`src/rtl/hazard_pkg.sv`:
```
// Shared definitions for the hazard/stall sequencer and the EXE-stage forwarding unit.
package hazard_pkg;

  // Sequencer states
  typedef enum logic [1:0] {
    ST_RUN    = 2'd0,
    ST_STALL  = 2'd1,
    ST_FREEZE = 2'd2
  } state_e;

  // Forward-select encoding, shared with the EXE-stage forwarding unit
  localparam logic [1:0] FWD_RF    = 2'b00;
  localparam logic [1:0] FWD_EXMEM = 2'b10;
  localparam logic [1:0] FWD_MEMWB = 2'b01;

  // A producer feeds a consumer when it writes a non-zero register the consumer reads
  function automatic logic dep_match(input logic [4:0] dst, input logic reg_write,
                                     input logic [4:0] src, input logic used);
    return used && reg_write && (dst != 5'd0) && (dst == src);
  endfunction

endpackage

```
`src/rtl/hazard_if.sv`:
```
// Bundle of ID/EX/MEM hazard inputs and pipeline control outputs.
interface hazard_if #(parameter int CNT_W = 16);
  logic [4:0]       ID_rs;
  logic [4:0]       ID_rt;
  logic             ID_uses_rs;
  logic             ID_uses_rt;
  logic             ID_is_jr;
  logic             ID_take;
  logic [4:0]       EXE_dst;
  logic [4:0]       MEM_dst;
  logic             EXE_RegWrite;
  logic             EXE_MemRead;
  logic             MEM_RegWrite;
  logic             MEM_MemRead;
  logic             mem_busy;
  logic             PC_write;
  logic             IF_ID_write;
  logic             IF_ID_flush;
  logic             ID_EX_bubble;
  logic             pipe_freeze;
  logic [1:0]       jr_fwd_sel;
  logic [CNT_W-1:0] stall_cycles;
  logic [CNT_W-1:0] flush_count;

  // Pipeline side: drives stage information, receives control
  modport master (
    output ID_rs, ID_rt, ID_uses_rs, ID_uses_rt, ID_is_jr, ID_take,
           EXE_dst, MEM_dst, EXE_RegWrite, EXE_MemRead, MEM_RegWrite, MEM_MemRead, mem_busy,
    input  PC_write, IF_ID_write, IF_ID_flush, ID_EX_bubble, pipe_freeze, jr_fwd_sel,
           stall_cycles, flush_count
  );

  // Hazard controller side
  modport slave (
    input  ID_rs, ID_rt, ID_uses_rs, ID_uses_rt, ID_is_jr, ID_take,
           EXE_dst, MEM_dst, EXE_RegWrite, EXE_MemRead, MEM_RegWrite, MEM_MemRead, mem_busy,
    output PC_write, IF_ID_write, IF_ID_flush, ID_EX_bubble, pipe_freeze, jr_fwd_sel,
           stall_cycles, flush_count
  );
endinterface

```
`src/rtl/hazard_detect.sv`:
```
// Combinational dependency check: bubble requirement and jr target source.
module hazard_detect
  import hazard_pkg::*;
(
  input  logic [4:0] i_rs,
  input  logic [4:0] i_rt,
  input  logic       i_uses_rs,
  input  logic       i_uses_rt,
  input  logic       i_is_jr,
  input  logic [4:0] i_exe_dst,
  input  logic       i_exe_reg_write,
  input  logic       i_exe_mem_read,
  input  logic [4:0] i_mem_dst,
  input  logic       i_mem_reg_write,
  input  logic       i_mem_mem_read,
  output logic [1:0] o_n,
  output logic [1:0] o_jr_fwd_sel
);

  logic       w_exe_rs;
  logic       w_exe_rt;
  logic       w_mem_rs;
  logic [1:0] w_n;
  logic [1:0] w_sel;

  // jr always reads rs for its target, even if the decoder left uses_rs clear
  assign w_exe_rs = dep_match(i_exe_dst, i_exe_reg_write, i_rs, i_uses_rs | i_is_jr);
  assign w_exe_rt = dep_match(i_exe_dst, i_exe_reg_write, i_rt, i_uses_rt);
  assign w_mem_rs = dep_match(i_mem_dst, i_mem_reg_write, i_rs, i_uses_rs | i_is_jr);

  // Bubble count and jr source; the EXE producer is younger so it takes priority over MEM
  always_comb begin
    w_n   = 2'd0;
    w_sel = FWD_RF;
    if (i_is_jr) begin
      if (w_exe_rs && i_exe_mem_read) begin
        w_n = 2'd2;
      end else if (w_exe_rs) begin
        w_n = 2'd1;
      end else if (w_mem_rs && i_mem_mem_read) begin
        w_n = 2'd1;
      end else if (w_mem_rs) begin
        w_sel = FWD_EXMEM;
      end else begin
        // MEM/WB producers reach jr through register-file write-through
        w_sel = FWD_RF;
      end
    end else begin
      if ((w_exe_rs || w_exe_rt) && i_exe_mem_read) begin
        w_n = 2'd1;
      end else begin
        w_n = 2'd0;
      end
    end
  end

  assign o_n          = w_n;
  assign o_jr_fwd_sel = w_sel;

endmodule

```
`src/rtl/hazard_ctrl.sv`:
```
// Stall/flush/freeze sequencer with saturating stall and flush counters.
module hazard_ctrl
  import hazard_pkg::*;
#(
  parameter int CNT_W = 16
) (
  input  logic     clk,
  input  logic     rst_n,
  hazard_if.slave  bus
);

  state_e           r_state;
  state_e           r_ret;
  logic [1:0]       r_rem;
  logic [CNT_W-1:0] r_stall_cycles;
  logic [CNT_W-1:0] r_flush_count;

  state_e     w_state_nx;
  state_e     w_ret_nx;
  logic [1:0] w_rem_nx;
  state_e     w_eff_state;
  logic [1:0] w_n;
  logic [1:0] w_sel;
  logic       w_stall;
  logic       w_pc_write;
  logic       w_if_id_write;
  logic       w_flush;
  logic       w_bubble;
  logic       w_freeze;
  logic [1:0] w_jr_fwd_sel;

  hazard_detect u_detect (
    .i_rs            (bus.ID_rs),
    .i_rt            (bus.ID_rt),
    .i_uses_rs       (bus.ID_uses_rs),
    .i_uses_rt       (bus.ID_uses_rt),
    .i_is_jr         (bus.ID_is_jr),
    .i_exe_dst       (bus.EXE_dst),
    .i_exe_reg_write (bus.EXE_RegWrite),
    .i_exe_mem_read  (bus.EXE_MemRead),
    .i_mem_dst       (bus.MEM_dst),
    .i_mem_reg_write (bus.MEM_RegWrite),
    .i_mem_mem_read  (bus.MEM_MemRead),
    .o_n             (w_n),
    .o_jr_fwd_sel    (w_sel)
  );

  // Once memory is ready, a frozen sequencer acts as its saved state in the same cycle
  assign w_eff_state = ((r_state == ST_FREEZE) && !bus.mem_busy) ? r_ret : r_state;

  // State register, saved return state and remaining-bubble counter
  always_ff @(posedge clk or negedge rst_n) begin
    if (!rst_n) begin
      r_state <= ST_RUN;
      r_ret   <= ST_RUN;
      r_rem   <= 2'd0;
    end else begin
      r_state <= w_state_nx;
      r_ret   <= w_ret_nx;
      r_rem   <= w_rem_nx;
    end
  end

  // Next-state logic; rem is untouched while frozen so the bubble total is preserved
  always_comb begin
    w_state_nx = r_state;
    w_ret_nx   = r_ret;
    w_rem_nx   = r_rem;
    if (bus.mem_busy) begin
      w_state_nx = ST_FREEZE;
      if (r_state != ST_FREEZE) begin
        w_ret_nx = r_state;
      end else begin
        w_ret_nx = r_ret;
      end
    end else begin
      case (w_eff_state)
        ST_RUN: begin
          if (w_n == 2'd2) begin
            w_state_nx = ST_STALL;
            w_rem_nx   = 2'd1;
          end else begin
            // n = 1 resolves by itself when the producer advances
            w_state_nx = ST_RUN;
            w_rem_nx   = 2'd0;
          end
        end
        ST_STALL: begin
          if (r_rem <= 2'd1) begin
            w_state_nx = ST_RUN;
            w_rem_nx   = 2'd0;
          end else begin
            w_state_nx = ST_STALL;
            w_rem_nx   = r_rem - 2'd1;
          end
        end
        default: begin
          w_state_nx = ST_RUN;
          w_rem_nx   = 2'd0;
        end
      endcase
    end
  end

  // Pipeline control outputs; reset forces a held, bubbled pipe
  always_comb begin
    w_stall       = 1'b1;
    w_pc_write    = 1'b0;
    w_if_id_write = 1'b0;
    w_flush       = 1'b0;
    w_bubble      = 1'b1;
    w_freeze      = 1'b0;
    w_jr_fwd_sel  = FWD_RF;
    if (!rst_n) begin
      w_stall = 1'b1;
    end else if (bus.mem_busy) begin
      w_bubble     = 1'b0;
      w_freeze     = 1'b1;
      w_jr_fwd_sel = w_sel;
    end else begin
      case (w_eff_state)
        ST_RUN:   w_stall = (w_n != 2'd0);
        ST_STALL: w_stall = 1'b1;
        default:  w_stall = 1'b1;
      endcase
      w_pc_write    = !w_stall;
      w_if_id_write = !w_stall;
      w_bubble      = w_stall;
      w_flush       = bus.ID_take && !w_stall;
      w_jr_fwd_sel  = w_sel;
    end
  end

  // Saturating performance counters; freeze cycles count as stall cycles
  always_ff @(posedge clk or negedge rst_n) begin
    if (!rst_n) begin
      r_stall_cycles <= {CNT_W{1'b0}};
      r_flush_count  <= {CNT_W{1'b0}};
    end else begin
      if (!w_pc_write && (r_stall_cycles != {CNT_W{1'b1}})) begin
        r_stall_cycles <= r_stall_cycles + CNT_W'(1);
      end
      if (w_flush && (r_flush_count != {CNT_W{1'b1}})) begin
        r_flush_count <= r_flush_count + CNT_W'(1);
      end
    end
  end

  assign bus.PC_write     = w_pc_write;
  assign bus.IF_ID_write  = w_if_id_write;
  assign bus.IF_ID_flush  = w_flush;
  assign bus.ID_EX_bubble = w_bubble;
  assign bus.pipe_freeze  = w_freeze;
  assign bus.jr_fwd_sel   = w_jr_fwd_sel;
  assign bus.stall_cycles = r_stall_cycles;
  assign bus.flush_count  = r_flush_count;

endmodule

```
`src/flat_wrapper.sv`:
```
// flat-port wrapper written by rule: the top's interface ports become plain ports
module hazard_ctrl_flat import hazard_pkg::*;
#(
  parameter int CNT_W = 16
)
  (clk, rst_n, bus_ID_rs, bus_ID_rt, bus_ID_uses_rs, bus_ID_uses_rt, bus_ID_is_jr, bus_ID_take, bus_EXE_dst, bus_MEM_dst, bus_EXE_RegWrite, bus_EXE_MemRead, bus_MEM_RegWrite, bus_MEM_MemRead, bus_mem_busy, bus_PC_write, bus_IF_ID_write, bus_IF_ID_flush, bus_ID_EX_bubble, bus_pipe_freeze, bus_jr_fwd_sel, bus_stall_cycles, bus_flush_count);
  hazard_if #(.CNT_W(CNT_W)) bus_i ();
  input  logic clk;
  input  logic rst_n;
  input wire logic [$bits(bus_i.ID_rs)-1:0] bus_ID_rs;
  input wire logic [$bits(bus_i.ID_rt)-1:0] bus_ID_rt;
  input wire logic [$bits(bus_i.ID_uses_rs)-1:0] bus_ID_uses_rs;
  input wire logic [$bits(bus_i.ID_uses_rt)-1:0] bus_ID_uses_rt;
  input wire logic [$bits(bus_i.ID_is_jr)-1:0] bus_ID_is_jr;
  input wire logic [$bits(bus_i.ID_take)-1:0] bus_ID_take;
  input wire logic [$bits(bus_i.EXE_dst)-1:0] bus_EXE_dst;
  input wire logic [$bits(bus_i.MEM_dst)-1:0] bus_MEM_dst;
  input wire logic [$bits(bus_i.EXE_RegWrite)-1:0] bus_EXE_RegWrite;
  input wire logic [$bits(bus_i.EXE_MemRead)-1:0] bus_EXE_MemRead;
  input wire logic [$bits(bus_i.MEM_RegWrite)-1:0] bus_MEM_RegWrite;
  input wire logic [$bits(bus_i.MEM_MemRead)-1:0] bus_MEM_MemRead;
  input wire logic [$bits(bus_i.mem_busy)-1:0] bus_mem_busy;
  output wire logic [$bits(bus_i.PC_write)-1:0] bus_PC_write;
  output wire logic [$bits(bus_i.IF_ID_write)-1:0] bus_IF_ID_write;
  output wire logic [$bits(bus_i.IF_ID_flush)-1:0] bus_IF_ID_flush;
  output wire logic [$bits(bus_i.ID_EX_bubble)-1:0] bus_ID_EX_bubble;
  output wire logic [$bits(bus_i.pipe_freeze)-1:0] bus_pipe_freeze;
  output wire logic [$bits(bus_i.jr_fwd_sel)-1:0] bus_jr_fwd_sel;
  output wire logic [$bits(bus_i.stall_cycles)-1:0] bus_stall_cycles;
  output wire logic [$bits(bus_i.flush_count)-1:0] bus_flush_count;
  assign bus_i.ID_rs = bus_ID_rs;
  assign bus_i.ID_rt = bus_ID_rt;
  assign bus_i.ID_uses_rs = bus_ID_uses_rs;
  assign bus_i.ID_uses_rt = bus_ID_uses_rt;
  assign bus_i.ID_is_jr = bus_ID_is_jr;
  assign bus_i.ID_take = bus_ID_take;
  assign bus_i.EXE_dst = bus_EXE_dst;
  assign bus_i.MEM_dst = bus_MEM_dst;
  assign bus_i.EXE_RegWrite = bus_EXE_RegWrite;
  assign bus_i.EXE_MemRead = bus_EXE_MemRead;
  assign bus_i.MEM_RegWrite = bus_MEM_RegWrite;
  assign bus_i.MEM_MemRead = bus_MEM_MemRead;
  assign bus_i.mem_busy = bus_mem_busy;
  assign bus_PC_write = bus_i.PC_write;
  assign bus_IF_ID_write = bus_i.IF_ID_write;
  assign bus_IF_ID_flush = bus_i.IF_ID_flush;
  assign bus_ID_EX_bubble = bus_i.ID_EX_bubble;
  assign bus_pipe_freeze = bus_i.pipe_freeze;
  assign bus_jr_fwd_sel = bus_i.jr_fwd_sel;
  assign bus_stall_cycles = bus_i.stall_cycles;
  assign bus_flush_count = bus_i.flush_count;
  hazard_ctrl #(.CNT_W(CNT_W)) u_core (.clk(clk), .rst_n(rst_n), .bus(bus_i));
endmodule
```
`config.mk`:
```
export PLATFORM = sky130hd
export DESIGN_NAME = hazard_ctrl_flat
export DESIGN_NICKNAME = d
export VERILOG_FILES = /design/src/rtl/hazard_pkg.sv /design/src/rtl/hazard_if.sv /design/src/rtl/hazard_detect.sv /design/src/rtl/hazard_ctrl.sv /design/src/flat_wrapper.sv
export SDC_FILE = /design/constraint.sdc
export NUM_CORES = 1
export LEC_CHECK = 0
export CORE_ASPECT_RATIO = 2
export CORE_MARGIN = 1
export CORE_UTILIZATION = 45
export CTS_CLUSTER_DIAMETER = 150
export CTS_CLUSTER_SIZE = 30
export DETAILED_ROUTE_END_ITERATION = 8
export GPL_TIMING_DRIVEN = 0
export PLACE_DENSITY = 0.78
export SLEW_MARGIN = 5
export SYNTH_ARGS = -nofsm -noshare
export SYNTH_HDL_FRONTEND = slang
export SYNTH_SLANG_ARGS = --single-unit
```
`constraint.sdc`:
```
create_clock -name clk -period 4.3 [get_ports clk]
set_input_delay 0.645 -clock clk [delete_from_list [all_inputs] [get_ports clk]]
set_output_delay 0.645 -clock clk [all_outputs]
set_load 0.02 [all_outputs]
```
==> impl_metrics.tcl, run 1 <==
set metrics [dict create \
    status "completed" \
    critical_path.top_delay_family "simple AND/OR/NAND/NOR gates" \
    final_cell_area_um2 3050 \
    path_class "primary input to output pin" \
    post_cts_buffers 0 \
    postRouteAntennaNets 0 \
    p_comb_frac 0.337 \
    clock_sinks 38 \
    grt_use_total 0.222 \
    ys_seq_area_frac 0.434 \
    hold_slack_ps 172 \
    crit_required_ps 3650 \
    drc_errors 0 \
    synth_fa_ha_area_frac 0.0114 \
    p_leak_nw 1.37 \
    synthCells 223 \
    yosysTopAreaCell "dfrtp_1" \
    hold_viol 0 \
    end_kind "output pin" \
    setup_viol 0 \
    io_buffers 68 \
    syn_area_um2 2190 \
    start_kind "primary input" \
    yosys_warnings 0 \
    synth.most_common_cell "dfrtp_1" \
    ios 70 \
    avgViaCountPerCell 5.39 \
    worstMarginPinSlew_ps 804 \
    synth_commonest_cells "38 x dfrtp_1, 30 x xor2_1, 17 x nand2_1" \
    timing.fmax_mhz 243 \
    r2r_end "u_core.bus.flush_count[10]" \
    cap_violations 0 \
    tns_ps 0 \
    rows 35 \
    min_period_ps 4120 \
    slew_headroom 0.460 \
    utilization 0.657 \
    swShare 0.345 \
    total_power_mw 1.12 \
    drv_slew 0 \
    fin_skew_ps 7.57 \
    start_util 0.472 \
    intPower_mw 0.732 \
    htreeDepth 2 \
    coreArea_um2 4640 \
    die-area_um2 5170 \
    synthMuxAreaShare 0.0297 \
    syn_area_per_cell_um2 9.82 \
    crit_chain "clkdlybuf4s50_1 -> or4_4 -> o21ai_4 -> nor4_2 -> nor3_1 -> and2_1 -> clkdlybuf4s50_1" \
    place_area_um2 2950 \
    drtPass1Iterations 4 \
    clk_latency_ps 290 \
    dp_hpwl_um 4060 \
    diodes 0 \
    synth-seq-cells 38 \
    hold_buffers 0 \
    drive_gt1_frac 0.117 \
    path_clk_slew_ps 70 \
    cp.buffers_inverters 2 \
    fin_crit_sh 0.959 \
    first_iter_violations 29 \
    async_flop_share 1.00 \
    synth_edf_count 0 \
    grt_overflow 0 \
    cts_buffer_depth 2 \
    area_growth_pct 39.3 \
    synth-simple-area-share 0.265 \
    crit_top_cell "clkdlybuf4s50_1" \
    synth_compound_area_frac 0.0537 \
    die_h_um 101 \
    wl_um 5040 \
    cts_tree "yes" \
    numCtsBuffers 5 \
    crit_fanout 6 \
    synth_top_family_by_area "simple AND/OR/NAND/NOR gates" \
    pwr-share-seq 0.432 \
    cts_resized 0 \
    hp-class "primary input to async pin" \
    p_per_area_nw_per_um2 366 \
    vdd_drop_max_mv 0.340 \
    synth_cell_types 40 \
    layout.nets 332 \
    r2r_cells 8 \
    grt_first_pass_wirelength_um 8510 \
    synth-xor-area-share 0.168 \
    clock_power_share 0.231 \
    die_w_um 51.3 \
    ys.flop_type "dfrtp_1" \
    grt_pass1_vias 1981 \
    critPathMaxStageDelay_ps 680 \
    synth_top_area_frac 0.434 \
    antenna_found_initial 0 \
    crit_slowest_cell "nor3_1" \
    vias 1914 \
    cts-root-buf "clkbuf_8" \
    power.switching_mw 0.385 \
    synthesis.nets 256 \
    arrival_ps 3480 \
    netlist_top_cells_area "dfrtp_1 43%, xor2_1 12%, xnor2_1 4.8%" \
    ff2ff_setup_slack_ps 1940 \
    routabilityCongestion 0.785 \
    grt_max_degree 39 \
    post_drt_wl_per_cell_um 14.2 \
    crit_start "bus_EXE_dst[1]" \
    rsz0062_at_grt "false" \
    r2r_start "u_core.bus.flush_count[0]" \
]
[per-stage QoR]
| step | instances | setup slack (ps) |
|---|---|---|
| floorplan | 223 | 1150 |
| global placement | 346 | -717 |
| detailed placement | 347 | 193 |
| CTS | 355 | 169 |
| global route | 355 | 40.5 |
| finish | 355 | 178 |
[worst max-delay path by stage]
stage               cells after the start  slack [ps]               to
floorplan                               5        1150  bus_IF_ID_flush
global placement                        6        -720  bus_IF_ID_flush
detailed placement                      7         190  bus_IF_ID_flush
CTS                                     7         170  bus_IF_ID_flush
global route                            7          40  bus_IF_ID_flush
finish                                  7         180  bus_IF_ID_flush
[registers in the layout, indices dropped and copies added, names as in the netlist]
signal,cells
u_core.r_state,2
u_core.r_ret,2
u_core.bus.flush_count,16
u_core.bus.stall_cycles,16
u_core.r_rem,2
[cell usage in the layout, fill, tap and decap left out, types with 3 or more instances in the layout]
master | synthesis | final
clkdlybuf4s50_1 | 0 | 67
dfrtp_1 | 38 | 38
xor2_1 | 30 | 30
nand2_1 | 17 | 17
nand3_1 | 16 | 16
nor2_1 | 15 | 15
xnor2_1 | 12 | 12
and3_1 | 10 | 10
nor3_1 | 9 | 9
nand4_1 | 9 | 9
inv_1 | 7 | 7
clkbuf_8 | 0 | 6
a21oi_1 | 5 | 5
o21ai_0 | 5 | 5
mux2_2 | 4 | 4
nor2_2 | 4 | 4
nor3_2 | 4 | 4
nor4_1 | 3 | 3
or2_2 | 3 | 3
and2_1 | 3 | 3
[power groups by stage]
stage	clock, mW	combinational [mW]	sequential (mW)
floorplan	0	0.134	0.541
global placement	0	0.371	0.486
detailed placement	0	0.381	0.490
CTS	0.265	0.382	0.483
global route	0.281	0.407	0.494
finish	0.258	0.377	0.482
[metal layers]
layer | wire length (um) | global-route usage | vias to the layer above
met4 | 148 | 0.125 | 0
met5 | 0 | 0 | -
met3 | 183 | 0.0347 | 11
met1 | 1770 | 0.221 | 904
li1 | - | - | 928
met2 | 2940 | 0.416 | 71
[cell type report]
type | count | area [um^2]
plain buffers | 7 | 53.8
clock inverters | 2 | 12.5
multi-input cells | 171 | 1160
flip-flops and latches | 38 | 951
clock buffers | 6 | 82.6
well taps | 55 | 68.8
fillers | 404 | 1590
repair buffers | 69 | 696
inverters | 7 | 26.3
[worst register-to-register path: stages, from the launching register on]
cell and delay (ps):
dfrtp_1 430, ha_1 250, and3_1 240, a41o_1 250, or4b_1 510, buf_6 160
buf_8 140, nor3_2 140, xor2_1 180
[kinds of logic (layout without fill, tap and decap cells)]
logic type      Yosys count  in the layout
flops                    38             38
other cells               1              1
xor+xnor                 42             42
mux                       6              6
simple gates            103            103
compound gates           17             17
buf+inv                  14             91
fa+ha+maj                 2              2
Note: power is estimated with default switching activity, not from simulation.
==> inputs of run 2 (changes only) <==
PLACE_DENSITY = 0.77   (was 0.78)
SYNTH_HIERARCHICAL = 1   (was unset)
clock period = 4.8 ns   (was 4.3 ns; I/O delays follow)
==> run 2 against run 1 <==
Synthesized area increased by 3.7%. Critical endpoint unchanged. Sequential share of layout area decreased by 0.94 points. Via count increased by 4.1%. Final area increased by 3.1%. Count of clock-buffer cells in the layout increased by 1. Setup slack got worse by 32 ps. Cell count increased by 1.1%. Non-clock buffer count increased by 2.
==> impl_metrics.tcl, run 2 <==
set metrics [dict create \
    die_h_um 102 \
    worstMarginPinSlew_ps 783 \
    p_leak_nw 1.22 \
    hold_buffers 0 \
    status "completed" \
    crit_slowest_cell "clkdlybuf4s50_1" \
    final_common_cell "clkdlybuf4s50_1" \
    path_class "primary input to output pin" \
    synth_edf_count 0 \
    drv_slew 0 \
    async_flop_share 1.00 \
    netlist_top_cells_area "dfrtp_1 42%, xnor2_1 9.6%, xor2_1 5.0%" \
    critical_path.top_delay_family "simple AND/OR/NAND/NOR gates" \
    synth_top_area_frac 0.419 \
    wl_um 5290 \
    cts-root-buf "clkbuf_8" \
    antenna_found_initial 0 \
    grt_first_pass_wirelength_um 8750 \
    crit_chain "clkdlybuf4s50_1 -> or4_1 -> o21ai_2 -> nor3_2 -> and3_2 -> or4b_4 -> nor4b_4 -> buf_6 -> clkdlybuf4s50_1" \
    start_util 0.467 \
    path_clk_slew_ps 70 \
    crit_start "bus_EXE_dst[1]" \
    grt_max_degree 29 \
    synth_cell_types 48 \
    hp-class "primary input to async pin" \
    grt_pass1_vias 1956 \
    routabilityCongestion 0.805 \
    layout_common_cells "66 x clkdlybuf4s50_1, 38 x dfrtp_1, 25 x xnor2_1" \
    yosys_warnings 6 \
    drc_errors 0 \
    synth.most_common_cell "dfrtp_1" \
    dp_hpwl_um 4170 \
    p_per_area_nw_per_um2 342 \
    area_growth_pct 38.5 \
    drtPass1Iterations 4 \
    numCtsBuffers 5 \
    critPathMaxStageDelay_ps 600 \
    place_area_um2 3040 \
    cap_violations 0 \
    end_kind "output pin" \
    synthesis.nets 257 \
    crit_required_ps 4080 \
    die_w_um 52.2 \
    seq_area_um2 951 \
    synth_commonest_cells "38 x dfrtp_1, 25 x xnor2_1, 14 x nand2_1" \
    clk_latency_ps 290 \
    grt_use_total 0.222 \
    multi_input_area_um2 1250 \
    yosysTopAreaCell "dfrtp_1" \
    die-area_um2 5350 \
    clock_sinks 38 \
    vdd_drop_max_mv 0.231 \
    vias 1993 \
    postRouteAntennaNets 0 \
    syn_area_um2 2270 \
    layout.nets 334 \
    diodes 0 \
    r2r_start "u_core/r_state[0]" \
    rows 36 \
    post_drt_wl_per_cell_um 14.7 \
    start_kind "primary input" \
    timing.fmax_mhz 215 \
    ys.flop_type "dfrtp_1" \
    first_iter_violations 15 \
    crit_fanout 10 \
    avgViaCountPerCell 5.55 \
    synth-seq-cells 38 \
    arrival_ps 3930 \
    synthCells 224 \
    grt_overflow 0 \
    final_cell_area_um2 3140 \
    hold_viol 0 \
    ios 70 \
    nFillCells 405 \
    ys_seq_area_frac 0.419 \
    tns_ps 0 \
    slew_headroom 0.473 \
    fin_crit_sh 0.970 \
    fin_skew_ps 3.08 \
    setup_viol 0 \
    drive_gt1_frac 0.113 \
    min_period_ps 4650 \
    htreeDepth 2 \
    io_buffers 68 \
    syn_area_per_cell_um2 10.1 \
    crit_top_cell "clkdlybuf4s50_1" \
    coreArea_um2 4860 \
    cts_buffer_depth 2 \
    rsz0062_at_grt "false" \
    cp.buffers_inverters 3 \
    cts_tree "yes" \
]
## run 2: changes by cell type after synthesis, sizes merged, moves of 3 or more
cell	change
and2	+3
and4	+4
nor2	-17
and3	-4
nand3	-7
xnor2	+13
nand2	-3
o2111ai	+3
xor2	-17
nor4	+9
o211ai	+4
nand4	+4
## run 2: path summary, 6_finish.rpt
path,endpoint,slack [ps],cells past startpoint
max,bus_IF_ID_flush,150,9
min,u_core/r_ret[0],320,1
max reg2reg,u_core/bus.flush_count[10],2730,5
min reg2reg,u_core/r_rem[1],500,2
max in group asynchronous,u_core/bus.stall_cycles[13],4030,2
min in group clk,u_core/r_rem[1],500,2
## run 2: area by class of cell
cell class,count,share of cell area
Buffer,8,0.0179
Clock buffer,7,0.0275
Clock inverter,1,0.00159
Inverter,6,0.00716
Multi-Input combinational cell,172,0.396
Sequential cell,38,0.302
Tap cell,57,0.0227
Timing Repair Buffer,70,0.224
## run 2: repair_timing
| item | in CTS | in global routing |
|---|---|---|
| resized for setup | 1 | 2 |
| hold endpoints to repair | 0 | 0 |
| buffers inserted | 0 | 1 |
| pin swaps | 0 | 1 |
| endpoints found under the setup margin | 1 | 2 |
## run 2: layer usage
layer,global-route usage,wire (um)
met5,0,0
met4,0.0850,102
met3,0.0580,263
met2,0.429,3100
met1,0.213,1830
## run 2: power breakdown
part	switching, mW	leakage, nW	internal, mW
combinational	0.196	0.693	0.199
clock	0.109	0.0482	0.116
sequential	0.0778	0.480	0.378
total	0.382	1.22	0.693
## run 2: kinds of logic (layout without fill, tap and decap cells)
family / Yosys count / count (layout) / synth area share
and+or+nand+nor: 97 / 97 / 0.275
xor gates and xnor gates: 38 / 38 / 0.147
DFF: 38 / 38 / 0.419
AOI/OAI and AO/OA: 26 / 26 / 0.0766
buffers and inverters: 14 / 92 / 0.0320
muxes: 8 / 8 / 0.0386
adders and majority gates: 2 / 2 / 0.0110
other: 1 / 1 / 0.00165
## run 2: per-stage QoR
stage               power [mW]  setup WS, ps  cells  hold WS [ps]   util
floorplan                0.659          1150    224           424      -
global placement         0.847          -405    349           483  0.621
detailed placement       0.858         -44.7    350           490  0.624
CTS                       1.09          15.2    358           318  0.644
global route              1.14          14.5    359           331  0.646
finish                    1.08           146    359           319  0.646
==> inputs of run 3 (changes only) <==
HOLD_SLACK_MARGIN = 0.1   (was unset)
==> results of run 3 <==
No change in the layout: final DEF, timing and power equal those of run 2.
